===== src/rtl/card_ram_arbiter_if.sv =====
// rtl/card_ram_arbiter_if.sv - requester handshakes and card RAM pins shared by card_ram_arbiter
interface card_ram_arbiter_if #(
  parameter int ADDR_W = 18,
  parameter int DATA_W = 8
);
  logic              cpu_req;
  logic              cpu_we;
  logic [ADDR_W-1:0] cpu_addr;
  logic [DATA_W-1:0] cpu_wdata;
  logic [DATA_W-1:0] cpu_rdata;
  logic              cpu_ack;
  logic              dma_req;
  logic              dma_we;
  logic [ADDR_W-1:0] dma_addr;
  logic [DATA_W-1:0] dma_wdata;
  logic [DATA_W-1:0] dma_rdata;
  logic              dma_ack;
  logic [ADDR_W-1:0] ram_a;
  logic [DATA_W-1:0] ram_dout;
  logic [DATA_W-1:0] ram_din;
  logic              ram_ce;
  logic              ram_oe;
  logic              ram_we;
  logic              ram_drive;
  logic              busy;
  logic              owner;

  modport slave (
    input  cpu_req, cpu_we, cpu_addr, cpu_wdata,
    input  dma_req, dma_we, dma_addr, dma_wdata,
    input  ram_din,
    output cpu_rdata, cpu_ack, dma_rdata, dma_ack,
    output ram_a, ram_dout, ram_ce, ram_oe, ram_we, ram_drive, busy, owner
  );

  modport master (
    output cpu_req, cpu_we, cpu_addr, cpu_wdata,
    output dma_req, dma_we, dma_addr, dma_wdata,
    output ram_din,
    input  cpu_rdata, cpu_ack, dma_rdata, dma_ack,
    input  ram_a, ram_dout, ram_ce, ram_oe, ram_we, ram_drive, busy, owner
  );
endinterface


===== src/rtl/card_ram_arbiter.sv =====
// rtl/card_ram_arbiter.sv - CPU/DMA arbiter and setup/strobe/hold sequencer for the card RAM port
module card_ram_arbiter #(
  parameter int ADDR_W         = 18,
  parameter int DATA_W         = 8,
  parameter int STROBE_CYCLES  = 2,
  parameter int MAX_CPU_STREAK = 4
) (
  input logic               mclk28,
  input logic               reset_in,
  card_ram_arbiter_if.slave bus
);
  localparam logic [1:0] IDLE   = 2'd0;
  localparam logic [1:0] SETUP  = 2'd1;
  localparam logic [1:0] STROBE = 2'd2;
  localparam logic [1:0] HOLD   = 2'd3;

  logic [1:0]        state;
  logic [3:0]        strobe_cnt;
  logic [3:0]        streak;
  logic              cur_we;
  logic              grant_dma;
  logic              grant_cpu;
  logic              sel_we;
  logic [ADDR_W-1:0] sel_addr;
  logic [DATA_W-1:0] sel_wdata;

  // CPU has priority unless it has already taken MAX_CPU_STREAK grants while DMA waited
  always_comb begin
    grant_dma = bus.dma_req && (!bus.cpu_req || streak == 4'(MAX_CPU_STREAK));
    grant_cpu = bus.cpu_req && !grant_dma;
    sel_we    = grant_dma ? bus.dma_we    : bus.cpu_we;
    sel_addr  = grant_dma ? bus.dma_addr  : bus.cpu_addr;
    sel_wdata = grant_dma ? bus.dma_wdata : bus.cpu_wdata;
  end

  always_ff @(posedge mclk28) begin
    if (reset_in) begin
      state         <= IDLE;
      strobe_cnt    <= 4'd0;
      streak        <= 4'd0;
      cur_we        <= 1'b0;
      bus.owner     <= 1'b0;
      bus.busy      <= 1'b0;
      bus.ram_a     <= '0;
      bus.ram_dout  <= '0;
      bus.ram_ce    <= 1'b0;
      bus.ram_oe    <= 1'b0;
      bus.ram_we    <= 1'b0;
      bus.ram_drive <= 1'b0;
      bus.cpu_ack   <= 1'b0;
      bus.dma_ack   <= 1'b0;
      bus.cpu_rdata <= '0;
      bus.dma_rdata <= '0;
    end else begin
      case (state)
        IDLE: begin
          if (grant_dma || grant_cpu) begin
            state         <= SETUP;
            bus.busy      <= 1'b1;
            bus.owner     <= grant_dma;
            bus.ram_a     <= sel_addr;
            bus.ram_dout  <= sel_wdata;
            cur_we        <= sel_we;
            bus.ram_ce    <= 1'b1;
            bus.ram_oe    <= !sel_we;
            bus.ram_drive <= sel_we;
            if (grant_cpu && bus.dma_req) begin
              if (streak != 4'(MAX_CPU_STREAK)) streak <= streak + 4'd1;
            end else begin
              streak <= 4'd0;
            end
          end
        end
        SETUP: begin
          state      <= STROBE;
          strobe_cnt <= 4'(STROBE_CYCLES - 1);
          bus.ram_we <= cur_we;
        end
        STROBE: begin
          if (strobe_cnt == 4'd0) begin
            state      <= HOLD;
            bus.ram_ce <= 1'b0;
            bus.ram_oe <= 1'b0;
            bus.ram_we <= 1'b0;
            if (!cur_we) begin
              if (bus.owner) bus.dma_rdata <= bus.ram_din;
              else           bus.cpu_rdata <= bus.ram_din;
            end
            if (bus.owner) bus.dma_ack <= 1'b1;
            else           bus.cpu_ack <= 1'b1;
          end else begin
            strobe_cnt <= strobe_cnt - 4'd1;
          end
        end
        default: begin
          // HOLD keeps the write driver on one extra cycle for data hold time
          state         <= IDLE;
          bus.cpu_ack   <= 1'b0;
          bus.dma_ack   <= 1'b0;
          bus.ram_drive <= 1'b0;
          bus.busy      <= 1'b0;
        end
      endcase
    end
  end
endmodule


===== src/flat_wrapper.sv =====
// flat-port wrapper written by rule: the top's interface ports become plain ports
module card_ram_arbiter_flat 
#(
  parameter int ADDR_W         = 18,
  parameter int DATA_W         = 8,
  parameter int STROBE_CYCLES  = 2,
  parameter int MAX_CPU_STREAK = 4
)
  (mclk28, reset_in, bus_cpu_req, bus_cpu_we, bus_cpu_addr, bus_cpu_wdata, bus_dma_req, bus_dma_we, bus_dma_addr, bus_dma_wdata, bus_ram_din, bus_cpu_rdata, bus_cpu_ack, bus_dma_rdata, bus_dma_ack, bus_ram_a, bus_ram_dout, bus_ram_ce, bus_ram_oe, bus_ram_we, bus_ram_drive, bus_busy, bus_owner);
  card_ram_arbiter_if #(.ADDR_W(ADDR_W), .DATA_W(DATA_W)) bus_i ();
  input logic mclk28;
  input logic reset_in;
  input wire logic [$bits(bus_i.cpu_req)-1:0] bus_cpu_req;
  input wire logic [$bits(bus_i.cpu_we)-1:0] bus_cpu_we;
  input wire logic [$bits(bus_i.cpu_addr)-1:0] bus_cpu_addr;
  input wire logic [$bits(bus_i.cpu_wdata)-1:0] bus_cpu_wdata;
  input wire logic [$bits(bus_i.dma_req)-1:0] bus_dma_req;
  input wire logic [$bits(bus_i.dma_we)-1:0] bus_dma_we;
  input wire logic [$bits(bus_i.dma_addr)-1:0] bus_dma_addr;
  input wire logic [$bits(bus_i.dma_wdata)-1:0] bus_dma_wdata;
  input wire logic [$bits(bus_i.ram_din)-1:0] bus_ram_din;
  output wire logic [$bits(bus_i.cpu_rdata)-1:0] bus_cpu_rdata;
  output wire logic [$bits(bus_i.cpu_ack)-1:0] bus_cpu_ack;
  output wire logic [$bits(bus_i.dma_rdata)-1:0] bus_dma_rdata;
  output wire logic [$bits(bus_i.dma_ack)-1:0] bus_dma_ack;
  output wire logic [$bits(bus_i.ram_a)-1:0] bus_ram_a;
  output wire logic [$bits(bus_i.ram_dout)-1:0] bus_ram_dout;
  output wire logic [$bits(bus_i.ram_ce)-1:0] bus_ram_ce;
  output wire logic [$bits(bus_i.ram_oe)-1:0] bus_ram_oe;
  output wire logic [$bits(bus_i.ram_we)-1:0] bus_ram_we;
  output wire logic [$bits(bus_i.ram_drive)-1:0] bus_ram_drive;
  output wire logic [$bits(bus_i.busy)-1:0] bus_busy;
  output wire logic [$bits(bus_i.owner)-1:0] bus_owner;
  assign bus_i.cpu_req = bus_cpu_req;
  assign bus_i.cpu_we = bus_cpu_we;
  assign bus_i.cpu_addr = bus_cpu_addr;
  assign bus_i.cpu_wdata = bus_cpu_wdata;
  assign bus_i.dma_req = bus_dma_req;
  assign bus_i.dma_we = bus_dma_we;
  assign bus_i.dma_addr = bus_dma_addr;
  assign bus_i.dma_wdata = bus_dma_wdata;
  assign bus_i.ram_din = bus_ram_din;
  assign bus_cpu_rdata = bus_i.cpu_rdata;
  assign bus_cpu_ack = bus_i.cpu_ack;
  assign bus_dma_rdata = bus_i.dma_rdata;
  assign bus_dma_ack = bus_i.dma_ack;
  assign bus_ram_a = bus_i.ram_a;
  assign bus_ram_dout = bus_i.ram_dout;
  assign bus_ram_ce = bus_i.ram_ce;
  assign bus_ram_oe = bus_i.ram_oe;
  assign bus_ram_we = bus_i.ram_we;
  assign bus_ram_drive = bus_i.ram_drive;
  assign bus_busy = bus_i.busy;
  assign bus_owner = bus_i.owner;
  card_ram_arbiter #(.ADDR_W(ADDR_W), .DATA_W(DATA_W), .STROBE_CYCLES(STROBE_CYCLES), .MAX_CPU_STREAK(MAX_CPU_STREAK)) u_core (.mclk28(mclk28), .reset_in(reset_in), .bus(bus_i));
endmodule

===== config.mk =====
export PLATFORM = sky130hd
export DESIGN_NAME = card_ram_arbiter_flat
export DESIGN_NICKNAME = d
export VERILOG_FILES = /design/src/rtl/card_ram_arbiter_if.sv /design/src/rtl/card_ram_arbiter.sv /design/src/flat_wrapper.sv
export SDC_FILE = /design/constraint.sdc
export NUM_CORES = 1
export LEC_CHECK = 0
export CORE_MARGIN = 1
export CORE_UTILIZATION = 48
export CTS_CLUSTER_DIAMETER = 50
export DETAILED_ROUTE_END_ITERATION = 10
export DONT_BUFFER_PORTS = 1
export PLACE_DENSITY_LB_ADDON = 0.1
export SLEW_MARGIN = 20
export SYNTH_ARGS = -nofsm -noshare
export SYNTH_HDL_FRONTEND = slang
export SYNTH_SLANG_ARGS = --single-unit

===== constraint.sdc =====
create_clock -name mclk28 -period 1.8 [get_ports mclk28]
set_input_delay 0.18 -clock mclk28 [delete_from_list [all_inputs] [get_ports mclk28]]
set_output_delay 0.18 -clock mclk28 [all_outputs]
set_load 0.02 [all_outputs]

==> results of run 1 <==
[layer usage]
metal	track usage, %	vias to the layer above	share of wire [%]
met1	29.8	1163	43
met3	6.75	21	5.8
met5	0	-	0
met2	41.0	87	49
met4	12.6	0	2.7
li1	-	1196	-
[state kept, by name, summed over array words and instances (netlist names)]
register / count
u_core.bus.owner: 1
u_core.streak: 4
u_core.bus.dma_rdata: 8
u_core.bus.ram_dout: 8
u_core.bus.ram_oe: 1
u_core.cur_we: 1
u_core.bus.ram_a: 18
u_core.bus.cpu_rdata: 8
u_core.bus.dma_ack: 1
u_core.bus.cpu_ack: 1
u_core.strobe_cnt: 4
u_core.state: 2
u_core.bus.ram_we: 1
u_core.bus.ram_ce: 1
u_core.bus.busy: 1
u_core.bus.ram_drive: 1
[kinds of logic (layout without fill, tap and decap cells)]
kind of cell	after synthesis	count (layout)	synth area share, %
DFF	61	61	46.6
muxes	19	19	7.31
xor gates and xnor gates	3	3	1.00
adders and majority gates	8	8	3.82
and+or+nand+nor	108	108	17.9
buffers and inverters	33	96	5.16
AOI/OAI and AO/OA	81	81	18.2
[worst paths after layout]
kind / endpoint / slack (ns)
setup / recovery: u_core.bus.dma_rdata[6] / 0.04
hold / removal: u_core.state[1] / -0.08
setup reg to reg: u_core.bus.dma_rdata[6] / 0.04
hold reg to reg: u_core.streak[0] / 0.49
[final cells by class]
class / instances / area (sq um)
clock buffer: 10 / 138
sequential: 61 / 1220
multi-input combinational: 219 / 1280
tap: 70 / 87.6
inverter: 12 / 45.0
timing repair buffer: 68 / 689
clock inverter: 6 / 62.6
fill: 413 / 1640
[power breakdown]
group          switching, uW  leakage, uW  internal (uW)
clock                    536    0.0000943            671
combinational            989     0.000836            895
sequential               658     0.000501           1740
total                   2180      0.00143           3310
[worst register-to-register path, stage by stage (launching register included)]
cell	delay, ns
sky130_fd_sc_hd__dfxtp_2	0.33
sky130_fd_sc_hd__inv_2	0.07
sky130_fd_sc_hd__ha_4	0.12
sky130_fd_sc_hd__or3b_4	0.37
sky130_fd_sc_hd__or4_4	0.53
sky130_fd_sc_hd__mux2i_1	0.19
sky130_fd_sc_hd__nor2_1	0.05
[what timing repair did]
action / in CTS / in global routing
setup endpoints to repair: 0 / 45
resized for setup: 0 / 5
hold endpoints to repair: 53 / 27
setup buffers: 0 / 2
[metrics by stage]
step | instance area (sq um) | TNS (ns) | power (uW) | utilization, % | hold slack [ns]
2_1_floorplan | 2640 | -0.670 | 3590 | - | 0.324
3_3_place_gp | 2800 | 0 | 4090 | 54.1 | 0.257
3_5_place_dp | 2800 | 0 | 4110 | 54.1 | 0.254
4_1_cts | 3500 | 0 | 5420 | 67.6 | -0.103
5_1_grt | 3530 | -0.815 | 5860 | 68.3 | -0.102
6_report | 3530 | 0 | 5490 | 68.3 | -0.0833
[Yosys cell counts (2+ instances only)]
master / number
sky130_fd_sc_hd__o21ai_0: 33
sky130_fd_sc_hd__nor3b_1: 2
sky130_fd_sc_hd__a21oi_1: 6
sky130_fd_sc_hd__clkbuf_1: 17
sky130_fd_sc_hd__dfxtp_1: 61
sky130_fd_sc_hd__nand2_1: 61
sky130_fd_sc_hd__nor3_1: 8
sky130_fd_sc_hd__xor2_1: 2
sky130_fd_sc_hd__a31oi_1: 30
sky130_fd_sc_hd__mux2i_1: 18
sky130_fd_sc_hd__buf_1: 2
sky130_fd_sc_hd__nor2_1: 27
sky130_fd_sc_hd__inv_1: 12
sky130_fd_sc_hd__ha_1: 8
sky130_fd_sc_hd__nand3_1: 2
==> summary.txt, run 1 <==
Synthesis
  – Avg Synthesized Cell Area: 8.37 sq um
  – Number of different library cells in the post-synthesis netlist: 39
  – Main area contributors after synthesis: sky130_fd_sc_hd__dfxtp_1 (47%), sky130_fd_sc_hd__nand2_1 (8.7%), sky130_fd_sc_hd__a31oi_1 (7.2%)
  – Main flop type after synthesis: sky130_fd_sc_hd__dfxtp_1
  – Synthesized cell area: 0.00262 sq mm
  – Async set-reset flop share out of synthesis: 0%
  – Library cell occupying the most area in the post-synthesis netlist: sky130_fd_sc_hd__dfxtp_1
  – Synthesized instance count: 313
  – Number of warnings reported in the yosys synthesis log: 0
  – EDFF count, synth: 0
  – Share of Yosys cell area claimed by the top area cell type: 46.6%
  – Yosys reg bits: 61
  – Number of nets in the synthesized netlist: 387
  – Sequential share of the synthesized area: 46.6%

Die
  – Width of the die: 75.9 um
  – Initial Util: 50.7%
  – Floorplan die area: 0.00576 sq mm
  – Rows: 26
  – DIE HEIGHT: 75.9 um
  – Ports placed on the boundary: 116
  – Floorplan Core Area: 0.00517 sq mm

Clock tree
  – Clock latency on the worst-skew pair: 0.33 ns
  – Clock root buffer: sky130_fd_sc_hd__clkbuf_8
  – Clock buffer count from CTS: 9
  – Cts-stage hold buffer count: 50
  – Sinks on the clock net: 61
  – CTS tree: done
  – Maximum number of buffers from clock root to sink: 2
  – Clock input transition at the sequential cells of the worst setup and hold paths: 0.07 ns
  – Count of H-tree levels built during CTS: 3

Global routing
  – Congestion Overflow GR: 0
  – Maximum number of pins on one net before global-route repair: 44
  – Initial antenna violation count: 0
  – Global-route usage over all layers: 24.9%
  – Via count of the first global-routing pass: 2,294
  – Wire length of the first global-routing pass: 10,600 um

Setup path
  – Setup CP Type: reg2reg
  – Startpoint of the most critical register-to-register path: u_core.strobe_cnt[1]
  – Beginning of the critical path: u_core.strobe_cnt[1]
  – Endpoint arrival time on the critical path: 1.99 ns
  – Buffers and inverters on the worst path: 1
  – Largest fanout of any net on the critical path: 8
  – Top Family by Delay on Critical Path: simple AND/OR/NAND/NOR gates
  – Register-to-Register Path Depth: 6
  – Number of cells on the critical path: 6
  – Worst Setup End Kind: flip-flop
  – Slowest stage cell on the critical path: sky130_fd_sc_hd__or4_4
  – Worst path required time: 2.03 ns
  – Type of origin of the critical path: flip-flop
  – Maximum single-stage delay on the critical path: 0.53 ns
  – Cell chain of the critical path: inv_2 -> ha_4 -> or3b_4 -> or4_4 -> mux2i_1 -> nor2_1

Pwr
  – Power density relative to cell area: 1560 mW/mm^2
  – Worst IR drop on VDD: 0.777 mV
  – Leakage: 0.00143 uW

STA
  – Final hold violation count: 27
  – Worst relative slew slack: 66.1%
  – Final max-slew violation count: 0
  – Worst hold margin: -0.0833 ns
  – Minimum clock period: 1.76 ns
  – Clock tree skew after final layout: 0.00901 ns
  – Worst path setup slack after routing: 0.0355 ns
  – Measured slew at the worst slew-check pin: 0.503 ns
  – Number of setup violations in the final report: 0
  – Setup repair after global routing missed its margin: true
  – Final clock period utilization by the worst path: 98.0%
  – Maximum frequency from static timing analysis: 567 MHz

Final layout
  – Top library cells by usage in the layout, fill and taps aside: sky130_fd_sc_hd__nand2_1 (61), sky130_fd_sc_hd__dfxtp_1 (59), sky130_fd_sc_hd__dlygate4sd3_1 (50)
  – Most common cell after layout, fill and taps aside: sky130_fd_sc_hd__nand2_1
  – Number of nets at the end of the flow: 445
  – Area overhead of the layout relative to synthesis: 34.8%
  – Share of final-layout standard cells stronger than drive strength 1: 12.5%
  – Total inserted antenna cells: 0
  – Post-route non-filler standard cell count: 446

Min path
  – Hold Crit Class: in2reg
  – Beginning of the worst hold path: reset_in
  – WHS Path Cells: 1

Route
  – Antenna Nets Post-Route: 0
  – Detailed-route via count: 2,467
  – Post-DR wirelength/cell: 15.1 um
  – Post-detailed-routing wire length: 6740 um
  – Average vias per placed instance: 5.53
  – DR iter-0 viols: 128
  – Number of iterations in the first detailed-routing pass: 4
  – Remaining DRCs: 0

Run status
  – Failing checks: negative hold slack
  – Result of the run: finished, violations left

Place
  – Final Wtd Congestion: 0.751
  – Pre-CTS WS: 0.0134 ns
  – IO Port Bufs: 0
  – Post-Place Cells: 378
  – HPWL after detailed placement: 4090 um

Flow run
  – Max_cap viols: 0
No activity file was read; power rests on OpenSTA's default activity.
==> run 2, diff against run 1 <==
- MAX_ROUTING_LAYER: not set -> met4
- clock period: 1.8 -> 2.3 ns (I/O delays scaled with it)
==> run 2 against run 1 <==
- utilization is 12 points lower
- die area stayed put
- the run now ends clean
- final area is 18% lower
- worst hold slack better by 0.12 ns
- critical path type unchanged
- global-route usage is 3.7 points lower
- maximum frequency is 14% lower
- routed wire length is 15% lower
- flip-flop and latch count stayed put
==> summary.txt, run 2 (same netlist as run 1, synthesis figures left out) <==
Place
  – Final Wtd Congestion: 0.812
  – Pre-CTS WS: 0.112 ns
  – HPWL after detailed placement: 3910 um
  – IO Port Bufs: 0
  – Cell area reported after detailed placement: 0.00267 sq mm

Setup path
  – Endpoint arrival time on the critical path: 2.25 ns
  – Largest fanout of any net on the critical path: 8
  – Startpoint of the most critical register-to-register path: u_core.strobe_cnt[0]
  – Worst path required time: 2.49 ns
  – Flop2flop setup slack: 0.24 ns
  – Type of origin of the critical path: flip-flop
  – Buffers and inverters on the worst path: 1
  – Cell chain of the critical path: inv_1 -> ha_1 -> or3b_1 -> or4_4 -> mux2i_1 -> nor2_1
  – Maximum single-stage delay on the critical path: 0.57 ns
  – Top Family by Delay on Critical Path: simple AND/OR/NAND/NOR gates
  – Beginning of the critical path: u_core.strobe_cnt[0]
  – Slowest stage cell on the critical path: sky130_fd_sc_hd__or4_4
  – Worst Setup End Kind: flip-flop
  – Setup CP Type: reg2reg

Min path
  – Beginning of the worst hold path: bus_cpu_wdata[5]
  – Hold Crit Class: in2reg

Route
  – Post-DR wirelength/cell: 14.9 um
  – Number of iterations in the first detailed-routing pass: 4
  – Remaining DRCs: 0
  – Post-detailed-routing wire length: 5710 um
  – Average vias per placed instance: 5.50
  – Detailed-route via count: 2,113
  – DR iter-0 viols: 85
  – Antenna Nets Post-Route: 0

Pwr
  – Worst IR drop on VDD: 0.531 mV
  – Internal Pwr Total: 2410 uW
  – Power density relative to cell area: 1400 mW/mm^2
  – Share of power burned in registers: 46.5%
  – Leakage: 0.00116 uW
  – Power Total: 4040 uW
  – Portion of total power attributed to combinational logic: 28.0%
  – Switching power of the nets: 1630 uW
  – Clock share of power: 25.5%
  – Sw Ratio: 40.3%

Clock tree
  – Sinks on the clock net: 61
  – Maximum number of buffers from clock root to sink: 2
  – Setup repair bufs after CTS: 0
  – Clock input transition at the sequential cells of the worst setup and hold paths: 0.08 ns
  – Count of H-tree levels built during CTS: 3
  – Clock root buffer: sky130_fd_sc_hd__clkbuf_8
  – CTS tree: done
  – Clock latency on the worst-skew pair: 0.34 ns
  – Clock buffer count from CTS: 9

Final layout
  – Number of nets at the end of the flow: 384
  – Top library cells by usage in the layout, fill and taps aside: sky130_fd_sc_hd__nand2_1 (61), sky130_fd_sc_hd__dfxtp_1 (61), sky130_fd_sc_hd__o21ai_0 (33)
  – Area overhead of the layout relative to synthesis: 10.4%
  – Total inserted antenna cells: 0
  – Max reg flops: 18
  – Share of final-layout standard cells stronger than drive strength 1: 8.92%
  – Cell area after layout: 0.00289 sq mm
  – # fillers: 475
  – Reg with most FFs: u_core.bus.ram_a

Global routing
  – Wire length of the first global-routing pass: 8710 um
  – Initial antenna violation count: 0
  – Global-route usage over all layers: 21.2%
  – Via count of the first global-routing pass: 1,927
  – Congestion Overflow GR: 0
  – Maximum number of pins on one net before global-route repair: 35

Die
  – Width of the die: 75.9 um
  – Ports placed on the boundary: 116
  – Rows: 26
  – Floorplan Core Area: 0.00517 sq mm
  – Floorplan die area: 0.00576 sq mm
  – DIE HEIGHT: 75.9 um
  – Initial Util: 50.7%

STA
  – Worst hold margin: 0.0366 ns
  – Worst relative slew slack: 34.4%
  – Final clock period utilization by the worst path: 89.5%
  – Final total negative setup slack: 0 ns
  – Worst path setup slack after routing: 0.242 ns
  – Clock tree skew after final layout: 0.0113 ns
  – Minimum clock period: 2.06 ns
  – Maximum frequency from static timing analysis: 486 MHz
  – Setup repair after global routing missed its margin: false
  – Measured slew at the worst slew-check pin: 0.980 ns
  – Number of setup violations in the final report: 0
  – Final hold violation count: 0
  – Final max-slew violation count: 0

Run status
  – Result of the run: finished, final reports clean

Flow run
  – Max_cap viols: 0
[run 2: what timing repair did]
| action | 4_1_cts | 5_1_grt |
|---|---|---|
| setup endpoints to repair | 0 | 8 |
| hold buffers | 1 | 0 |
| gates resized for setup | 0 | 1 |
| hold endpoints to repair | 27 | 0 |
[run 2: routing by layer]
layer  part of all wire [%]  up-vias  GRT usage, %
met1                     49      945          27.1
met3                    7.1       10          6.88
li1                       -     1086             -
met2                     43       72          30.6
met4                    1.4        0          9.26
met5                      0        -             -
[run 2: power groups by stage]
stage / registers, uW / logic (uW) / clock network (uW)
after floorplan: 1840 / 955 / 0
after global placement: 1900 / 1110 / 0
after detailed placement: 1900 / 1110 / 0
after CTS: 1880 / 1120 / 1060
after global routing: 1920 / 1290 / 1100
final: 1880 / 1130 / 1030
[run 2: final timing paths]
path | to | cells after the start
max | u_core.bus.dma_rdata[0] | 6
min reg2reg | u_core.streak[1] | 2
max reg2reg | u_core.bus.dma_rdata[0] | 6
min | u_core.bus.ram_dout[5] | 2
[run 2: through the flow]
| step | utilization [%] | cells |
|---|---|---|
| 5_1_grt | 55.9 | 384 |
| 4_1_cts | 55.8 | 384 |
| 6_report | 55.9 | 384 |
| 3_5_place_dp | 51.5 | 368 |
| 2_1_floorplan | - | 313 |
| 3_3_place_gp | 51.5 | 368 |
[run 2: final cells by class]
type	instances	area (sq um)	share of cell area [%]
clock buffers	9	124	4.28
clock inverters	6	88.8	3.07
inverters	12	45.0	1.56
multi-input cells	219	1270	43.9
flip-flops and latches	61	1220	42.2
well taps	70	87.6	3.03
repair buffers	7	55.1	1.90
